==> config.mk <==
export PLATFORM = sky130hd
export DESIGN_NAME = mult_result_bcd_flat
export DESIGN_NICKNAME = d
export VERILOG_FILES = /design/src/rtl/mult_result_bcd_if.sv /design/src/rtl/mult_result_bcd.sv /design/src/flat_wrapper.sv
export SDC_FILE = /design/constraint.sdc
export NUM_CORES = 1
export LEC_CHECK = 0
export CORE_MARGIN = 5
export CORE_UTILIZATION = 35
export DETAILED_ROUTE_END_ITERATION = 12
export HOLD_SLACK_MARGIN = 0.12
export PLACE_DENSITY = 0.6
export SLEW_MARGIN = 20
export SYNTH_ARGS = -nofsm -noshare
export SYNTH_HDL_FRONTEND = slang
export SYNTH_SLANG_ARGS = --single-unit
==> constraint.sdc <==
create_clock -name sys_clk -period 2.1 [get_ports sys_clk]
set_input_delay 0.63 -clock sys_clk [delete_from_list [all_inputs] [get_ports sys_clk]]
set_output_delay 0.63 -clock sys_clk [all_outputs]
set_load 0.02 [all_outputs]
==> src/rtl/mult_result_bcd_if.sv <==
// Product hand-off and decimal result bus between the multiplier and the BCD converter.
interface mult_result_bcd_if #(
   parameter int unsigned WIDTH  = 8,
   parameter int unsigned DIGITS = 3
);
   logic [WIDTH-1:0]    mp_in;
   logic                mp_valid;
   logic                in_ready;
   logic [4*DIGITS-1:0] bcd_out;
   logic [DIGITS-1:0]   blank;
   logic                done;

   modport master (
      output mp_in, mp_valid,
      input  in_ready, bcd_out, blank, done
   );

   modport slave (
      input  mp_in, mp_valid,
      output in_ready, bcd_out, blank, done
   );
endinterface

==> src/rtl/mult_result_bcd.sv <==
// Captures a binary product and converts it to packed BCD with double-dabble, one bit per clock,
// holding the result and leading-zero blank flags for the display stage.
module mult_result_bcd #(
   parameter int unsigned WIDTH  = 8,
   parameter int unsigned DIGITS = 3,
   parameter int unsigned CNTW   = 4
) (
   input logic             sys_clk,
   input logic             sys_rst,
   mult_result_bcd_if.slave bus
);
   localparam int unsigned BCDW = 4 * DIGITS;

   typedef enum logic {IDLE = 1'b0, CONV = 1'b1} state_t;

   state_t            state, state_n;
   logic [WIDTH-1:0]  bin_sr, bin_n;
   logic [BCDW-1:0]   bcd_sr, bcd_n;
   logic [CNTW-1:0]   cnt, cnt_n;
   logic [BCDW-1:0]   bcd_out_q, bcd_out_n;
   logic [DIGITS-1:0] blank_q, blank_n;
   logic              done_q, done_n;
   logic              in_ready_q, in_ready_n;

   logic [BCDW-1:0]   adj_c;
   logic [BCDW-1:0]   shifted_c;
   logic [DIGITS-1:0] blank_c;

   // Add-3 correction per digit, no carry between digits
   always_comb begin
      logic [3:0] dig;
      adj_c = '0;
      dig   = '0;
      for (int d = 0; d < int'(DIGITS); d++) begin
         dig = bcd_sr[4*d +: 4];
         adj_c[4*d +: 4] = (dig >= 4'd5) ? 4'(dig + 4'd3) : dig;
      end
      shifted_c = {adj_c[BCDW-2:0], bin_sr[WIDTH-1]};
   end

   // A digit blanks only while it and every digit above it are zero; the ones digit never blanks
   always_comb begin
      logic zero_run;
      blank_c  = '0;
      zero_run = 1'b1;
      for (int i = int'(DIGITS) - 1; i >= 1; i--) begin
         zero_run   = zero_run & (shifted_c[4*i +: 4] == 4'd0);
         blank_c[i] = zero_run;
      end
   end

   always_ff @(posedge sys_clk or posedge sys_rst) begin
      if (sys_rst) begin
         state      <= IDLE;
         bin_sr     <= '0;
         bcd_sr     <= '0;
         cnt        <= '0;
         bcd_out_q  <= '0;
         blank_q    <= {{(DIGITS-1){1'b1}}, 1'b0};
         done_q     <= 1'b0;
         in_ready_q <= 1'b1;
      end else begin
         state      <= state_n;
         bin_sr     <= bin_n;
         bcd_sr     <= bcd_n;
         cnt        <= cnt_n;
         bcd_out_q  <= bcd_out_n;
         blank_q    <= blank_n;
         done_q     <= done_n;
         in_ready_q <= in_ready_n;
      end
   end

   always_comb begin
      state_n   = state;
      bin_n     = bin_sr;
      bcd_n     = bcd_sr;
      cnt_n     = cnt;
      bcd_out_n = bcd_out_q;
      blank_n   = blank_q;
      done_n    = 1'b0;
      case (state)
         IDLE: begin
            if (bus.mp_valid) begin
               bin_n   = bus.mp_in;
               bcd_n   = '0;
               cnt_n   = CNTW'(WIDTH);
               state_n = CONV;
            end
         end
         CONV: begin
            bcd_n = shifted_c;
            bin_n = {bin_sr[WIDTH-2:0], 1'b0};
            cnt_n = CNTW'(cnt - CNTW'(1));
            if (cnt == CNTW'(1)) begin
               bcd_out_n = shifted_c;
               blank_n   = blank_c;
               done_n    = 1'b1;
               state_n   = IDLE;
            end
         end
         default: state_n = IDLE;
      endcase
      in_ready_n = (state_n == IDLE);
   end

   assign bus.in_ready = in_ready_q;
   assign bus.bcd_out  = bcd_out_q;
   assign bus.blank    = blank_q;
   assign bus.done     = done_q;
endmodule

==> src/flat_wrapper.sv <==
// flat-port wrapper written by rule: the top's interface ports become plain ports
module mult_result_bcd_flat 
#(
   parameter int unsigned WIDTH  = 8,
   parameter int unsigned DIGITS = 3,
   parameter int unsigned CNTW   = 4
)
  (sys_clk, sys_rst, bus_mp_in, bus_mp_valid, bus_in_ready, bus_bcd_out, bus_blank, bus_done);
  mult_result_bcd_if #(.WIDTH(WIDTH), .DIGITS(DIGITS)) bus_i ();
  input logic sys_clk;
  input logic sys_rst;
  input wire logic [$bits(bus_i.mp_in)-1:0] bus_mp_in;
  input wire logic [$bits(bus_i.mp_valid)-1:0] bus_mp_valid;
  output wire logic [$bits(bus_i.in_ready)-1:0] bus_in_ready;
  output wire logic [$bits(bus_i.bcd_out)-1:0] bus_bcd_out;
  output wire logic [$bits(bus_i.blank)-1:0] bus_blank;
  output wire logic [$bits(bus_i.done)-1:0] bus_done;
  assign bus_i.mp_in = bus_mp_in;
  assign bus_i.mp_valid = bus_mp_valid;
  assign bus_in_ready = bus_i.in_ready;
  assign bus_bcd_out = bus_i.bcd_out;
  assign bus_blank = bus_i.blank;
  assign bus_done = bus_i.done;
  mult_result_bcd #(.WIDTH(WIDTH), .DIGITS(DIGITS), .CNTW(CNTW)) u_core (.sys_clk(sys_clk), .sys_rst(sys_rst), .bus(bus_i));
endmodule
# Yosys cells after proc, flatten, opt, wreduce, memory -nomap -nowiden
# Index checks and enable logic that the tools add are counted.
# totals
output_inout_bits,17
word_cells,37
in_bits,11
reg_bits,41
# op_classes
order_cmp,3
bitwise_logic,3
n_eq_ne,2
mux,14
n_reduce_logical,3
n_addsub,4
# op_table
cell,n
12-bit case mux with 2 select lines,1
8-bit case mux with 2 select lines,1
"4-bit by 3-bit >= comparator with 1-bit output, second input constant",3
12-bit two-way mux,1
4-bit two-way mux,3
"4-bit by 2-bit adder with 4-bit output, second input constant",2
4-bit logical NOT,2
8-bit two-way mux,1
4-bit case mux with 2 select lines,1
"4-bit by 1-bit == test with 1-bit output, second input constant",1
1-bit two-way mux,4
"4-bit by 1-bit subtractor with 4-bit output, second input constant",1
"3-bit by 2-bit adder with 3-bit output, second input constant",1
3-bit two-way mux,1
"2-bit != test, second input constant",1
1-bit inverter,2
1-bit case mux with 2 select lines,1
2-bit AND reduction,1
1-bit AND,1

# Longest topological paths before layout
# Gate-level depths: netlist of run 1.
# logic_depth
depth_word,4
ltp_mapped,7
ltp_nobuf,7

# Least setup slack after synthesis of run 1
# No wires, ideal clock.
# synth_timing
kind,flip-flop to flip-flop
from,register u_core.bcd_sr[8]
to,"register u_core.blank_q[1], in the netlist u_core.bus.blank[1]"
arrival_time_ns,1.393
stages_incl_launch_ff,7
t_required_ns,2.028
setup_time_ns,0.072
slack_ns,0.635
period_less_slack_ns,1.465
path_buffers,0
path_cell_list,dfrtp_1 -> ha_1 -> nand2b_1 -> a21oi_2 -> mux2i_1 -> nand4_1 -> o21ai_1
# synth_between
elab_chain_len,4
elab_cells_between_ends,5
classes_between,1 x add/sub; 1 x order compare; 1 x mux; 1 x bitwise; 1 x reduce/logical
# synth_rtl
element,line_no,source
from (decl),mult_result_bcd.sv:18,"logic [BCDW-1:0] bcd_sr, bcd_n;"
from (signal assigned),mult_result_bcd.sv:65,bcd_sr <= bcd_n;
4-bit by 3-bit >= comparator with 1-bit output or 3-bit by 2-bit adder with 3-bit output (tied branches),mult_result_bcd.sv:36,adj_c[4*d +: 4] = (dig >= 4'd5) ? 4'(dig + 4'd3) : dig;
3-bit two-way mux (*),mult_result_bcd.sv:36,
4-bit logical NOT (*),mult_result_bcd.sv:47,zero_run = zero_run & (shifted_c[4*i +: 4] == 4'd0);
1-bit AND (*),mult_result_bcd.sv:47,
to (signal assigned),mult_result_bcd.sv:59,"blank_q <= {{(DIGITS-1){1'b1}}, 1'b0};"
to (signal assigned),mult_result_bcd.sv:68,blank_q <= blank_n;
to (decl),mult_result_bcd.sv:21,"logic [DIGITS-1:0] blank_q, blank_n;"
# Every way passes the cells marked *; elsewhere a longest branch is shown, timed or not.
# A chain may end at the register's enable or synchronous reset.

# Worst setup path after layout of run 1
# layout_timing
from,"register u_core.blank_q[1], in the netlist u_core.bus.blank[1]"
to,output port bus_blank[1]
# layout_rtl
element,line_no,source
to (decl),flat_wrapper.sv:16,output wire logic [$bits(bus_i.blank)-1:0] bus_blank;
# No word-level cell between the ends.

==> impl_metrics.py, run 1 <==
metrics = {
    "status": {
        "outcome": "complete, no violations",
    },
    "cells_and_area": {
        "layout-drive-gt1-share": 0.114,
        "nNetsFinal": 247,
        "diodes": 0,
        "syn_to_final_growth_pct": 24.3,
    },
    "yosys": {
        "ys_seq_elements": 41,
        "ys_types": 37,
        "async_flop_share": 1.00,
        "yosysMostFrequentCell": "nand2_1",
        "yosys_warnings": 0,
        "synth_flop_cell": "dfrtp_1",
        "postSynthCellCount": 198,
        "synth_edf_count": 0,
        "ys_top_cells_by_area": "dfrtp_1 (49%), nand2_1 (8.1%), mux2i_1 (5.6%)",
        "yosys-top-cells-count": "nand2_1 (42), dfrtp_1 (38), o21ai_0 (18)",
        "synth.top_cell.area_share": 0.486,
        "synth_area_um2": 1960,
        "syn_nets": 217,
        "synth.yosys.seq_area_share": 0.526,
        "yosys.area.top_type": "dfrtp_1",
        "synth.avg_cell_area_um2": 9.89,
    },
    "die": {
        "core-area_um2": 5470,
        "chipWidth_um": 84.8,
        "die_area_um2": 7190,
        "dieHeight_um": 84.8,
        "io_pins": 28,
        "row_count": 27,
        "start_util": 0.358,
    },
    "run": {
        "max_cap_violations": 0,
    },
    "clock_network": {
        "cts_max_level": 2,
        "numClockSinks": 41,
        "ctsResizeCount": 0,
        "cts_tree": "yes",
        "root_buffer": "clkbuf_8",
        "cts_buffer_depth": 2,
        "holdBufCountCts": 0,
        "post-cts-setup-buffers": 0,
        "clk_latency_ns": 0.30,
        "cts_buffers": 5,
        "clk_pin_slew_ns": 0.08,
    },
    "place": {
        "place_congestion": 0.750,
        "io_buffers": 26,
        "dp_hpwl_um": 2690,
    },
    "setup_path": {
        "crit_family": "buffers and inverters",
        "cp_num_cells": 1,
        "end_kind": "primary output",
        "cp-startpoint": "u_core.bus.blank[1]$_DFFE_PP1P_",
        "worstReg2RegEnd": "u_core.bus.blank[1]$_DFFE_PP1P_",
        "cp-start-kind": "register",
        "endpoint": "bus_blank[1]",
        "timing_worst_setup_path_type": "reg2out",
        "r2r_slack_ns": 0.31,
        "path_cells": "clkdlybuf4s50_1",
        "cp.required_ns": 1.47,
        "crit_buf_inv": 1,
        "cpPeakStageDelay_ns": 0.59,
        "arrival_ns": 1.43,
        "cp_max_fo": 2,
        "slowest_stage": "clkdlybuf4s50_1",
        "worst_r2r_startpoint": "u_core.bcd_sr[8]$_DFFE_PP0P_",
        "rr_worst_depth": 7,
    },
    "sta": {
        "period_minus_slack_ns": 2.06,
        "fin_skew_ns": 0.0107,
        "max_freq_mhz": 487,
        "finalMaxSlewViolations": 0,
        "fin_tns_setup_ns": 0,
        "hold_viol_final": 0,
        "finalSetupViolations": 0,
        "hold-worst-slack_ns": 0.454,
        "rsz0062_at_grt": "no",
        "fin_crit_sh": 0.979,
    },
    "routing": {
        "routed_wl_um": 3840,
        "drt-initial-drc-count": 82,
        "ant_nets": 0,
        "num_vias": 1450,
        "first_pass_iters": 4,
        "drc_errors": 0,
        "viasPerCell": 4.82,
        "wire_per_inst_um": 12.8,
    },
    "grt": {
        "grt_max_degree": 42,
        "grt_pass1_vias": 1446,
        "grt-ovfl-total": 0,
        "antenna_found_initial": 0,
        "grt_usage": 0.118,
        "grt_pass1_wl_um": 6800,
    },
    "power_and_ir_drop": {
        "p_leak_nw": 1.12,
        "p_per_area_nw_per_um2": 1610,
        "ir_worst_vdd_uv": 697,
    },
    "min_path": {
        "hp-class": "reg2reg",
    },
}
[state kept, by name, indices dropped and copies added (netlist names)]
signal	flops
u_core.bcd_sr	12
u_core.bus.bcd_out	12
u_core.bin_sr	8
u_core.cnt	4
u_core.bus.blank	2
u_core.bus.done	1
u_core.bus.in_ready	1
u_core.state	1
[area by class of cell]
type                            count  area (um2)
Fill cell                         548        3040
Sequential cell                    41        1030
Multi-Input combinational cell    136         831
Timing Repair Buffer               32         318
Tap cell                           72        90.1
Clock buffer                        6        82.6
Inverter                           12        45.0
Clock inverter                      2        37.5
[power by group]
group	total [mW]	switching (mW)	internal, mW	leakage [nW]
combinational	1.84	1.00	0.834	0.553
clock	0.671	0.284	0.387	0.0574
sequential	1.40	0.254	1.15	0.508
total	3.91	1.54	2.37	1.12
[layout by cell type, fill, tap and decap left out, types with 3 or more instances in the layout]
cell	netlist	routed
a21oi_1	9	9
ha_1	8	8
clkdlybuf4s50_1	0	26
nor3b_1	4	4
inv_1	10	10
clkbuf_8	0	6
dfstp_2	3	3
o31ai_1	3	3
dfrtp_1	38	38
nor2_1	7	7
nand2_1	42	42
xnor2_1	3	3
buf_4	2	5
o22ai_1	5	5
o21ai_0	18	18
mux2i_1	11	11
nand2b_1	3	3
[per-layer routing]
layer	part of all wire	GRT usage	up-vias
li1	-	-	729
met1	0.48	0.152	675
met2	0.45	0.189	39
met3	0.047	0.0265	7
met4	0.020	0.0518	0
met5	0	0	-
[logic make-up (layout without fill, tap and decap cells)]
kind of cell	count (synthesis)	in the layout	share of synthesized area
xor+xnor	3	3	0.0134
buf+inv	21	52	0.0498
mux	13	13	0.0677
flops	41	41	0.526
compound gates	46	46	0.139
other cells	1	1	0.00192
fa+ha+maj	8	8	0.0511
simple gates	65	65	0.151
[stage by stage]
stage	area, um2	util	cells	total power, mW	setup slack (ns)
6_report	2430	0.445	301	3.91	0.0446
5_1_grt	2430	0.445	301	4.26	0.0103
4_1_cts	2430	0.445	301	3.96	0.0241
3_5_place_dp	2310	0.423	293	3.27	0.252
3_3_place_gp	2310	0.423	293	3.23	0.297
2_1_floorplan	1960	-	198	2.65	0.529
[how the worst min path moves through the flow]
stage                                            endpoint  slack (ns)  depth (start not counted)                             from
after detailed placement  u_core.bus.blank[2]$_DFFE_PP1P_        0.44                          2  u_core.bus.blank[2]$_DFFE_PP1P_
after global routing      u_core.bus.blank[2]$_DFFE_PP1P_        0.48                          2  u_core.bus.blank[2]$_DFFE_PP1P_
after global placement    u_core.bus.blank[2]$_DFFE_PP1P_        0.44                          2  u_core.bus.blank[2]$_DFFE_PP1P_
after floorplan              u_core.bin_sr[1]$_DFFE_PP0P_        0.45                          2     u_core.bin_sr[0]$_DFFE_PP0P_
final                     u_core.bus.blank[2]$_DFFE_PP1P_        0.45                          2  u_core.bus.blank[2]$_DFFE_PP1P_
after CTS                 u_core.bus.blank[2]$_DFFE_PP1P_        0.46                          2  u_core.bus.blank[2]$_DFFE_PP1P_
Power figures use the tool's default switching activity.
==> inputs of run 2 (changes only) <==
--- a/config.mk
+++ b/config.mk
@@ -7,9 +7,11 @@
 export LEC_CHECK = 0
 export CORE_MARGIN = 5
 export CORE_UTILIZATION = 35
+export CTS_BUF_LIST = sky130_fd_sc_hd__clkbuf_4
 export DETAILED_ROUTE_END_ITERATION = 12
 export HOLD_SLACK_MARGIN = 0.12
 export PLACE_DENSITY = 0.6
+export REMOVE_ABC_BUFFERS = 1
 export SLEW_MARGIN = 20
 export SYNTH_ARGS = -nofsm -noshare
 export SYNTH_HDL_FRONTEND = slang
==> constraint.sdc (replaced) <==
create_clock -name sys_clk -period 2.2 [get_ports sys_clk]
set_input_delay 0.66 -clock sys_clk [delete_from_list [all_inputs] [get_ports sys_clk]]
set_output_delay 0.66 -clock sys_clk [all_outputs]
set_load 0.02 [all_outputs]
==> run 2 against run 1 <==
Power is 12% lower. Worst setup slack improved by 0.0097 ns. Critical path depth unchanged. Cell count fell by 0.66%. Via count down 1.7%.
==> impl_metrics.py, run 2 (synthesis gave the netlist of run 1 again) <==
metrics = {
    "power_and_ir_drop": {
        "p_leak_nw": 1.09,
        "p_per_area_nw_per_um2": 1460,
        "total_power_mw": 3.44,
        "ir_worst_vdd_uv": 543,
    },
    "routing": {
        "num_vias": 1426,
        "wire_per_inst_um": 12.8,
        "drt-initial-drc-count": 68,
        "routed_wl_um": 3820,
        "first_pass_iters": 4,
        "viasPerCell": 4.77,
        "ant_nets": 0,
        "drc_errors": 0,
    },
    "clock_network": {
        "clk_latency_ns": 0.35,
        "numClockSinks": 41,
        "cts_tree": "yes",
        "clk_pin_slew_ns": 0.11,
        "root_buffer": "clkbuf_4",
        "cts_buffers": 5,
        "holdBufCountCts": 0,
        "post-cts-setup-buffers": 0,
        "cts_buffer_depth": 2,
        "cts_max_level": 2,
        "ctsResizeCount": 0,
    },
    "setup_path": {
        "cpPeakStageDelay_ns": 0.59,
        "crit_buf_inv": 1,
        "cp-start-kind": "register",
        "cp-startpoint": "u_core.bus.blank[2]$_DFFE_PP1P_",
        "end_kind": "primary output",
        "path_cells": "clkdlybuf4s50_1",
        "crit_family": "buffers and inverters",
        "timing_worst_setup_path_type": "reg2out",
        "worst_r2r_startpoint": "u_core.state$_DFF_PP0_",
        "slowest_stage": "clkdlybuf4s50_1",
        "cp.required_ns": 1.54,
        "arrival_ns": 1.49,
        "cp_max_fo": 2,
    },
    "sta": {
        "rsz0062_at_grt": "no",
        "period_minus_slack_ns": 2.15,
        "finalSetupViolations": 0,
        "fin_crit_sh": 0.975,
        "max_freq_mhz": 466,
        "hold_viol_final": 0,
        "fin_skew_ns": 0.00472,
        "finalMaxSlewViolations": 0,
        "setup_slack_ns": 0.0543,
        "fin_tns_setup_ns": 0,
    },
    "die": {
        "start_util": 0.358,
        "core-area_um2": 5470,
        "row_count": 27,
        "die_area_um2": 7190,
        "io_pins": 28,
        "chipWidth_um": 84.8,
        "dieHeight_um": 84.8,
    },
    "min_path": {
        "min_from": "u_core.bus.blank[2]$_DFFE_PP1P_",
        "hp-class": "reg2reg",
    },
    "grt": {
        "grt_usage": 0.119,
        "grt_pass1_wl_um": 6830,
        "grt-ovfl-total": 0,
        "grt_max_degree": 42,
        "grt_pass1_vias": 1506,
        "antenna_found_initial": 0,
    },
    "cells_and_area": {
        "nNetsFinal": 245,
        "mostFrequentLayoutCell": "nand2_1",
        "syn_to_final_growth_pct": 20.4,
        "final_cell_mix": "nand2_1 (42), dfrtp_1 (38), clkdlybuf4s50_1 (26)",
        "diodes": 0,
        "fillCellCount": 560,
        "utilization": 0.431,
        "layout-drive-gt1-share": 0.106,
    },
    "place": {
        "dp_hpwl_um": 2600,
        "dpl_worst_slack_ns": 0.334,
        "place_congestion": 0.802,
        "io_buffers": 26,
    },
    "run": {
        "max_cap_violations": 0,
    },
    "status": {
        "outcome": "complete, no violations",
    },
}
==> run 2: worst paths after layout <==
path / end / slack, ns / depth (start not counted)
setup reg to reg: u_core.bus.bcd_out[2]$_DFFE_PP0P_ / 0.47 / 5
setup / recovery: bus_blank[2] / 0.05 / 1
min in group asynchronous: u_core.cnt[1]$_DFFE_PP0P_ / 0.65 / 3
hold / removal: u_core.bus.blank[2]$_DFFE_PP1P_ / 0.46 / 2
max in group asynchronous: u_core.bus.blank[2]$_DFFE_PP1P_ / 1.28 / 3
hold reg to reg: u_core.bus.blank[2]$_DFFE_PP1P_ / 0.46 / 2
==> run 2: area by class of cell <==
cell class	count	area, um2	share of cell area
flip-flops and latches	41	1030	0.437
multi-input cells	136	831	0.352
repair buffers	30	303	0.128
well taps	72	90.1	0.0382
clock buffers	8	60.1	0.0255
inverters	12	45.0	0.0191
==> run 2: per-stage QoR <==
step	std cells	hold slack (ns)	area, um2
2_1_floorplan	189	0.449	1910
3_3_place_gp	291	0.442	2300
3_5_place_dp	291	0.447	2300
4_1_cts	299	0.464	2360
5_1_grt	299	0.493	2360
6_report	299	0.459	2360
==> run 2: routing by layer <==
layer / share of wire / track usage / vias to the layer above
met5: 0 / 0 / -
met4: 0.026 / 0.0576 / 0
met3: 0.051 / 0.0334 / 10
met2: 0.46 / 0.194 / 30
met1: 0.46 / 0.145 / 666
li1: - / - / 720
==> run 2: report_power, final <==
group	switching, mW	leakage (nW)	internal [mW]
sequential	0.241	0.508	1.10
clock	0.244	0.0368	0.165
combinational	0.927	0.543	0.765
total	1.41	1.09	2.03
